## src/rtl/lbl_pack_if.sv

```systemverilog
// Label-map SRAM port and packed-byte output handshake of lbl_pack.
interface lbl_pack_if;
  logic [9:0] sram_a;
  logic       sram_wen;
  logic [7:0] sram_q;
  logic [7:0] out_data;
  logic [6:0] out_addr;
  logic       out_valid;
  logic       out_ready;

  modport master (
    output sram_a, sram_wen, out_data, out_addr, out_valid,
    input  sram_q, out_ready
  );

  modport slave (
    input  sram_a, sram_wen, out_data, out_addr, out_valid,
    output sram_q, out_ready
  );
endinterface

```

## src/rtl/lbl_pack.sv

```systemverilog
// Packs a 32x32 label map into 128 one-bit-per-pixel mask bytes for a selected label.
// Optional LBL_PACK_AREA_EN adds an 11-bit matching-pixel count output "area".
module lbl_pack (
  input  logic        clk,
  input  logic        reset,
  input  logic        start,
  input  logic [7:0]  sel_label,
  output logic        busy,
  output logic        finish,
  lbl_pack_if.master  bus
`ifdef LBL_PACK_AREA_EN
  ,
  output logic [10:0] area
`endif
);

  typedef enum logic [2:0] {IDLE, SCAN, LAST, EMIT, DONE} state_t;

  state_t     state, state_nx;
  logic [2:0] k;
  logic [7:0] sel_q;
  logic [7:1] shreg;
  logic [7:0] data_q;
  logic [6:0] addr_q;
  logic       match;

  assign match = (sel_q != 8'd0) ? (bus.sram_q == sel_q) : (bus.sram_q != 8'd0);

  // k parks at 7 outside SCAN, so the address holds its last value without a separate register
  assign bus.sram_a    = {addr_q, k};
  assign bus.sram_wen  = 1'b1;
  assign bus.out_data  = data_q;
  assign bus.out_addr  = addr_q;
  assign bus.out_valid = (state == EMIT);

  always_ff @(posedge clk or posedge reset) begin
    if (reset) state <= IDLE;
    else       state <= state_nx;
  end

  always_comb begin
    state_nx = state;
    busy     = 1'b1;
    finish   = 1'b0;
    case (state)
      IDLE: begin
        busy = 1'b0;
        if (start) state_nx = SCAN;
      end
      SCAN: if (k == 3'd7) state_nx = LAST;
      LAST: state_nx = EMIT;
      EMIT: if (bus.out_ready) state_nx = (addr_q == 7'd127) ? DONE : SCAN;
      DONE: begin
        finish   = 1'b1;
        state_nx = IDLE;
      end
      default: state_nx = IDLE;
    endcase
  end

  always_ff @(posedge clk or posedge reset) begin
    if (reset) begin
      k      <= '0;
      sel_q  <= '0;
      shreg  <= '0;
      data_q <= '0;
      addr_q <= '0;
    end else begin
      case (state)
        IDLE: if (start) begin
          sel_q  <= sel_label;
          addr_q <= '0;
          k      <= '0;
        end
        SCAN: begin
          // read data lags the address by one cycle: at step k it belongs to pixel k-1
          if (k != 3'd0) shreg[3'd0 - k] <= match;
          if (k != 3'd7) k <= k + 3'd1;
        end
        LAST: data_q <= {shreg, match};
        EMIT: if (bus.out_ready && addr_q != 7'd127) begin
          addr_q <= addr_q + 7'd1;
          k      <= '0;
        end
        default: ;
      endcase
    end
  end

`ifdef LBL_PACK_AREA_EN
  always_ff @(posedge clk or posedge reset) begin
    if (reset) begin
      area <= '0;
    end else if (state == IDLE && start) begin
      area <= '0;
    end else if (((state == SCAN && k != 3'd0) || state == LAST) && match) begin
      area <= area + 11'd1;
    end
  end
`endif

endmodule

```

## src/flat_wrapper.sv

```systemverilog
// flat-port wrapper written by rule: the top's interface ports become plain ports
module lbl_pack_flat 
  (clk, reset, start, sel_label, busy, finish, bus_sram_a, bus_sram_wen, bus_out_data, bus_out_addr, bus_out_valid, bus_sram_q, bus_out_ready);
  lbl_pack_if bus_i ();
  input  logic clk;
  input  logic reset;
  input  logic start;
  input  logic [7:0] sel_label;
  output logic busy;
  output logic finish;
  output wire logic [$bits(bus_i.sram_a)-1:0] bus_sram_a;
  output wire logic [$bits(bus_i.sram_wen)-1:0] bus_sram_wen;
  output wire logic [$bits(bus_i.out_data)-1:0] bus_out_data;
  output wire logic [$bits(bus_i.out_addr)-1:0] bus_out_addr;
  output wire logic [$bits(bus_i.out_valid)-1:0] bus_out_valid;
  input wire logic [$bits(bus_i.sram_q)-1:0] bus_sram_q;
  input wire logic [$bits(bus_i.out_ready)-1:0] bus_out_ready;
  assign bus_sram_a = bus_i.sram_a;
  assign bus_sram_wen = bus_i.sram_wen;
  assign bus_out_data = bus_i.out_data;
  assign bus_out_addr = bus_i.out_addr;
  assign bus_out_valid = bus_i.out_valid;
  assign bus_i.sram_q = bus_sram_q;
  assign bus_i.out_ready = bus_out_ready;
  lbl_pack u_core (.clk(clk), .reset(reset), .start(start), .sel_label(sel_label), .busy(busy), .finish(finish), .bus(bus_i));
endmodule
```

## config.mk

```make
export PLATFORM = sky130hd
export DESIGN_NAME = lbl_pack_flat
export DESIGN_NICKNAME = d
export VERILOG_FILES = /design/src/rtl/lbl_pack_if.sv /design/src/rtl/lbl_pack.sv /design/src/flat_wrapper.sv
export SDC_FILE = /design/constraint.sdc
export NUM_CORES = 1
export LEC_CHECK = 0
export BUFFER_PORTS_ARGS = -buffer_cell sky130_fd_sc_hd__buf_2
export CORE_ASPECT_RATIO = 0.5
export CORE_UTILIZATION = 52
export CTS_CLUSTER_DIAMETER = 120
export DETAILED_ROUTE_END_ITERATION = 6
export PLACE_DENSITY = 0.76
export SLEW_MARGIN = 15
export SYNTH_ARGS = -nofsm -noshare
export SYNTH_HDL_FRONTEND = slang
export SYNTH_SLANG_ARGS = --single-unit
```

## constraint.sdc

```tcl
create_clock -name clk -period 2.2 [get_ports clk]
set_clock_uncertainty 0.15 [all_clocks]
set_input_delay 0.44 -clock clk [delete_from_list [all_inputs] [get_ports clk]]
set_output_delay 0.44 -clock clk [all_outputs]
set_load 0.01 [all_outputs]
```

After elaboration in Yosys (flattened, before gate mapping)
Index checks and enable logic that the tools add are counted.
W data, S select, Z words.
{"block": "classes", "add_sub_neg": 3, "magnitude_cmp": 2, "n_eq_ne": 14, "muxes": 18, "n_reduce_logical": 13}
{"operator": "$mux W3", "n": 7}
{"operator": "$reduce_bool A8 Y1", "n": 2}
{"operator": "$mux W7", "n": 2}
{"operator": "$pmux W7 S2", "n": 1}
{"operator": "$pmux W3 S4", "n": 1}
{"operator": "$pmux W3 S3", "n": 1}
{"operator": "$eq A8 B8 Y1", "n": 1}
{"operator": "$ne A2 B1 Y1 const B", "n": 4}
{"operator": "$add A7 B1 Y7 const B", "n": 1}
{"operator": "$bwmux W7", "n": 1}
{"operator": "$eq A7 B7 Y1 const B", "n": 1}
{"operator": "$ne A7 B7 Y1 const B", "n": 1}
{"operator": "$eq A3 B2 Y1 const B", "n": 2}
{"operator": "$eq A3 B3 Y1 const B", "n": 2}
{"operator": "$reduce_and A3 Y1", "n": 2}
{"operator": "$reduce_bool A3 Y1", "n": 2}
{"operator": "$lt A3 B4 Y1 const B", "n": 1}
{"operator": "$mux W1", "n": 4}
{"operator": "$reduce_and A2 Y1", "n": 2}
{"operator": "$reduce_and A4 Y1", "n": 1}
{"operator": "$add A3 B1 Y3 const B", "n": 1}
{"operator": "$demux W1 S3", "n": 1}
{"operator": "$eq A3 B1 Y1 const B", "n": 1}
{"operator": "$ge A3 B1 Y1 const B", "n": 1}
{"operator": "other kinds (6)", "n": 7}
{"block": "word_totals", "regBits": 36, "input_bits": 20, "output_inout_bits": 29, "wordCells": 56}

Depth between registers and ports, before layout
{"block": "depth", "depth_word": 6, "ltp_mapped": 7, "ltp_nobuf": 7}

Least setup slack after synthesis
OpenSTA, ideal clock, no wires.
{"block": "synth_path", "kind": "register to register", "from": "reg u_core.k[0]", "to": "reg u_core.shreg[2] (netlist name)", "setup_ps": 125, "t_arrival_ps": 1723, "t_required_ps": 1925, "path_slack_ps": 203, "path_stages_with_launch": 6, "path_buffers": 0, "period_less_slack_ps": 1997, "path_cell_list": "dfrtp_1 > inv_1 > ha_1 > ha_1 > nor4b_1 > mux2_2"}
{"block": "synth_between", "elab_chain_len": 6, "elab_cells_between_ends": 9, "cone_classes": "1 x add/sub; 2 x order compare; 3 x mux; 3 x reduce/logical"}
{"item": "from (decl)", "line_no": "lbl_pack.sv:20", "rtl": "logic [2:0] k;"}
{"item": "from (signal assigned)", "line_no": "lbl_pack.sv:78", "rtl": "if (k != 3'd7) k <= k + 3'd1;"}
{"item": "$sub A1 B3 Y3", "line_no": "lbl_pack.sv:77", "rtl": "if (k != 3'd0) shreg[3'd0 - k] <= match;"}
{"item": "$lt A3 B4 Y1 (implied by the code) or $ge A3 B1 Y1 (tied branches)", "line_no": "lbl_pack.sv:77"}
{"item": "$logic_and A1 B1 Y1 (implied by the code)", "line_no": "lbl_pack.sv:77"}
{"item": "$mux W1 (implied by the code)", "line_no": "lbl_pack.sv:77"}
{"item": "$demux W1 S3"}
{"item": "$bwmux W7", "line_no": "lbl_pack.sv:77"}
{"item": "to (signal, indexed assignment)", "line_no": "lbl_pack.sv:77"}
{"item": "to (decl)", "line_no": "lbl_pack.sv:22", "rtl": "logic [7:1] shreg;"}
Several ways; a longest one is shown, not always the timed one.
A chain may end at the register's enable or synchronous reset.

Final worst setup path
{"block": "layout_path", "from": "reg u_core.k[1]", "to": "reg u_core.shreg[2] (netlist name)"}
The elaborated chain is that of the path after synthesis.

==> results.tsv <==
metric	value	unit
Final Hold Vio Count	0	
syn avg cell area	10.14	um2
period utilization	96.23	%
r2r endpoint	u_core.shreg[2]	
VDD IR-drop max	0.0006493	V
worst-path fanout max	4	
Avg WL per Cell	13.12	um
clock slew at reported path FFs	0.07	ns
final instance area	2233	um2
global-route wire length before repair	6.389	mm
Initial DRC Count	60	
status	completed	
Critical R2R Launch	u_core.k[1]	
number of synthesis warnings	0	
Die Ht	44.47	um
ANT cells	0	
data arrival time of the critical path	2.15	ns
maxcap violations	0	
Worst setup EP type	flop	
largest net degree at the start of global routing	37	
die width	86.94	um
CTS Buffer Depth	2	
CTS tree	yes	
Hold Path Class	in -> async	
sw power	0.001063	W
Final nets	257	
Flop pwr share	38.4	%
Starting Density	58.51	%
gpl congestion	0.8244	
Clk network pwr share	17.6	%
WS Path Type	reg -> reg	
H-Tree Level Count	2	
most frequent cells in the layout	buf_2 (47), nand2_1 (36), dfrtp_1 (36)	
vias in the first global route	1390	
Routed Antenna Nets	0	
commonest non-fill, non-tap cell in the layout	buf_2	
Peak Freq	472.3	MHz
TritonCTS Buffers	5	
Leakage	1.178	nW
via count	1432	
Pint	0.001788	W
PwrDens	1277	nW/um2
drt total wl	3.674	mm
DP HPWL	2.670	mm
row count	14	
Vias/cell	5.114	
number of buffers added on ports	47	
Net Sw Frac	37.27	%
Clk Latency, worst-skew pair	0.29	ns
DRC viols	0	
Remaining Overflow, GRT	0	
# resized after CTS	0	
cell count after synthesis	185	
library cells used by synthesis	39	
share of cells above drive strength 1	34.91	%
initial antenna violation count	0	
CTS root buf	clkbuf_8	
r2r setup slk	0.08	ns
DRT Pass-1 Iters	4	
clk sink count	36	
sequential area share after synthesis	48.03	%
syn nets	210	
Post-Syn Area	1876	um2
unrepaired setup endpoints after global routing	no	
core area	3206	um2
Tmin final	2.117	ns
Setup violations, final	0	
Logic pwr share	44.1	%
Worst Reg-to-Reg Cells	6	
CP required	2.23	ns
Post-CTS Hold Fix Bufs	0	
type of origin of the critical path	flop	
setup bufs post-CTS	0	
Synth Register Bits	36	
fin. max-slew vios	0	
Layout area overhead	19.08	%
placed cell area	2137	um2
Ports	49	
post-layout util	69.67	%
GRT Util Overall	22.25	%
setup TNS	0	ns
DIE AREA	3866	um2
-- registers in the layout (all words and copies together) (netlist names) --
name and cells:
u_core.bus.out_data 8, u_core.sel_q 8, u_core.bus.out_addr 7, u_core.shreg 7, u_core.k 3, u_core.state 3
-- kinds of logic (layout without fill, tap and decap cells) --
kind of cell,count (synthesis),count (layout),synth area share [%]
flops,36,36,48.03
mux,16,16,10.01
simple gates,79,79,21.35
buf+inv,21,68,6.004
other cells,1,1,0.1999
fa+ha+maj,5,5,3.336
xor+xnor,8,8,3.736
compound gates,19,19,7.339
-- worst max-delay path by stage --
| stage | end | startpoint |
|---|---|---|
| after floorplan | u_core.shreg[2] | u_core.k[0] |
| after global placement | u_core.shreg[2] | bus_sram_q[4] |
| after detailed placement | u_core.shreg[1] | bus_sram_q[4] |
| after CTS | u_core.shreg[2] | u_core.k[1] |
| after global routing | u_core.shreg[2] | u_core.k[1] |
| final | u_core.shreg[2] | u_core.k[1] |
-- worst max-delay path: stages, from the launching register on --
cell and delay, ns:
dfrtp_1 0.40, inv_1 0.06, ha_1 0.18, ha_1 0.21, nor2b_1 0.23, nor4b_1 0.39, mux2_2 0.38
-- metrics by stage --
| stage | power, W | setup WS [ns] | std cells | hold slack [ns] |
|---|---|---|---|---|
| after floorplan | 0.001997 | 0.2027 | 185 | 0.3236 |
| after global placement | 0.002295 | 0.1220 | 273 | 0.3332 |
| after detailed placement | 0.002350 | 0.1025 | 273 | 0.3414 |
| after CTS | 0.002872 | 0.09766 | 280 | 0.1059 |
| after global routing | 0.003084 | 0.01531 | 280 | 0.1272 |
| final | 0.002851 | 0.08288 | 280 | 0.08412 |
-- layer usage --
metal	wire [um]	global-route usage, %	part of all wire, %
met1	1776	28.88	48
met2	1709	37.48	47
met3	157	5.597	4.3
met4	31	7.000	0.84
met5	0	0	0
-- power groups by stage --
| stage | combinational [W] | clock [W] | sequential [W] |
|---|---|---|---|
| final | 0.00126 | 0.000501 | 0.00109 |
| after global routing | 0.00142 | 0.000539 | 0.00112 |
| after CTS | 0.00127 | 0.000510 | 0.00109 |
| after detailed placement | 0.00125 | 0 | 0.00110 |
| after global placement | 0.00120 | 0 | 0.00109 |
| after floorplan | 0.000856 | 0 | 0.00114 |
-- Yosys cell counts, drive strengths merged --
| cell type | n | share of area, % |
|---|---|---|
| a211oi | 1 | 0.40 |
| a21o | 1 | 0.40 |
| a21oi | 2 | 0.53 |
| a22o | 2 | 0.93 |
| a31o | 1 | 0.93 |
| a31oi | 4 | 1.3 |
| and2 | 1 | 0.33 |
| and3b | 1 | 0.47 |
| and4 | 1 | 0.47 |
| and4b | 1 | 0.53 |
| buf | 11 | 4.0 |
| clkbuf | 3 | 0.60 |
| conb | 1 | 0.20 |
| dfrtp | 36 | 48 |
| ha | 5 | 3.3 |
| inv | 7 | 1.4 |
| mux2 | 16 | 10 |
| nand2 | 36 | 7.2 |
| nand2b | 1 | 0.33 |
| nand3 | 8 | 2.1 |
| nand3b | 1 | 0.40 |
| nand4b | 1 | 0.47 |
| nor2 | 9 | 1.8 |
| nor2b | 1 | 0.33 |
| nor3 | 4 | 1.1 |
| nor3b | 4 | 1.9 |
| nor4 | 6 | 2.0 |
| nor4b | 1 | 0.47 |
| o211a | 1 | 0.53 |
| o21ai | 5 | 1.3 |
| o31a | 1 | 0.47 |
| o32ai | 1 | 0.47 |
| or3b | 1 | 0.47 |
| or4 | 2 | 1.0 |
| xor2 | 8 | 3.7 |
-- area by class of cell --
cell class | instances | area [um2]
inverter | 7 | 26.28
sequential | 36 | 900.9
multi-input combinational | 128 | 862.1
timing repair buffer | 54 | 287.8
tap | 48 | 60.06
fill | 258 | 972.2
clock buffer | 7 | 96.34
Power figures use the tool's default switching activity.
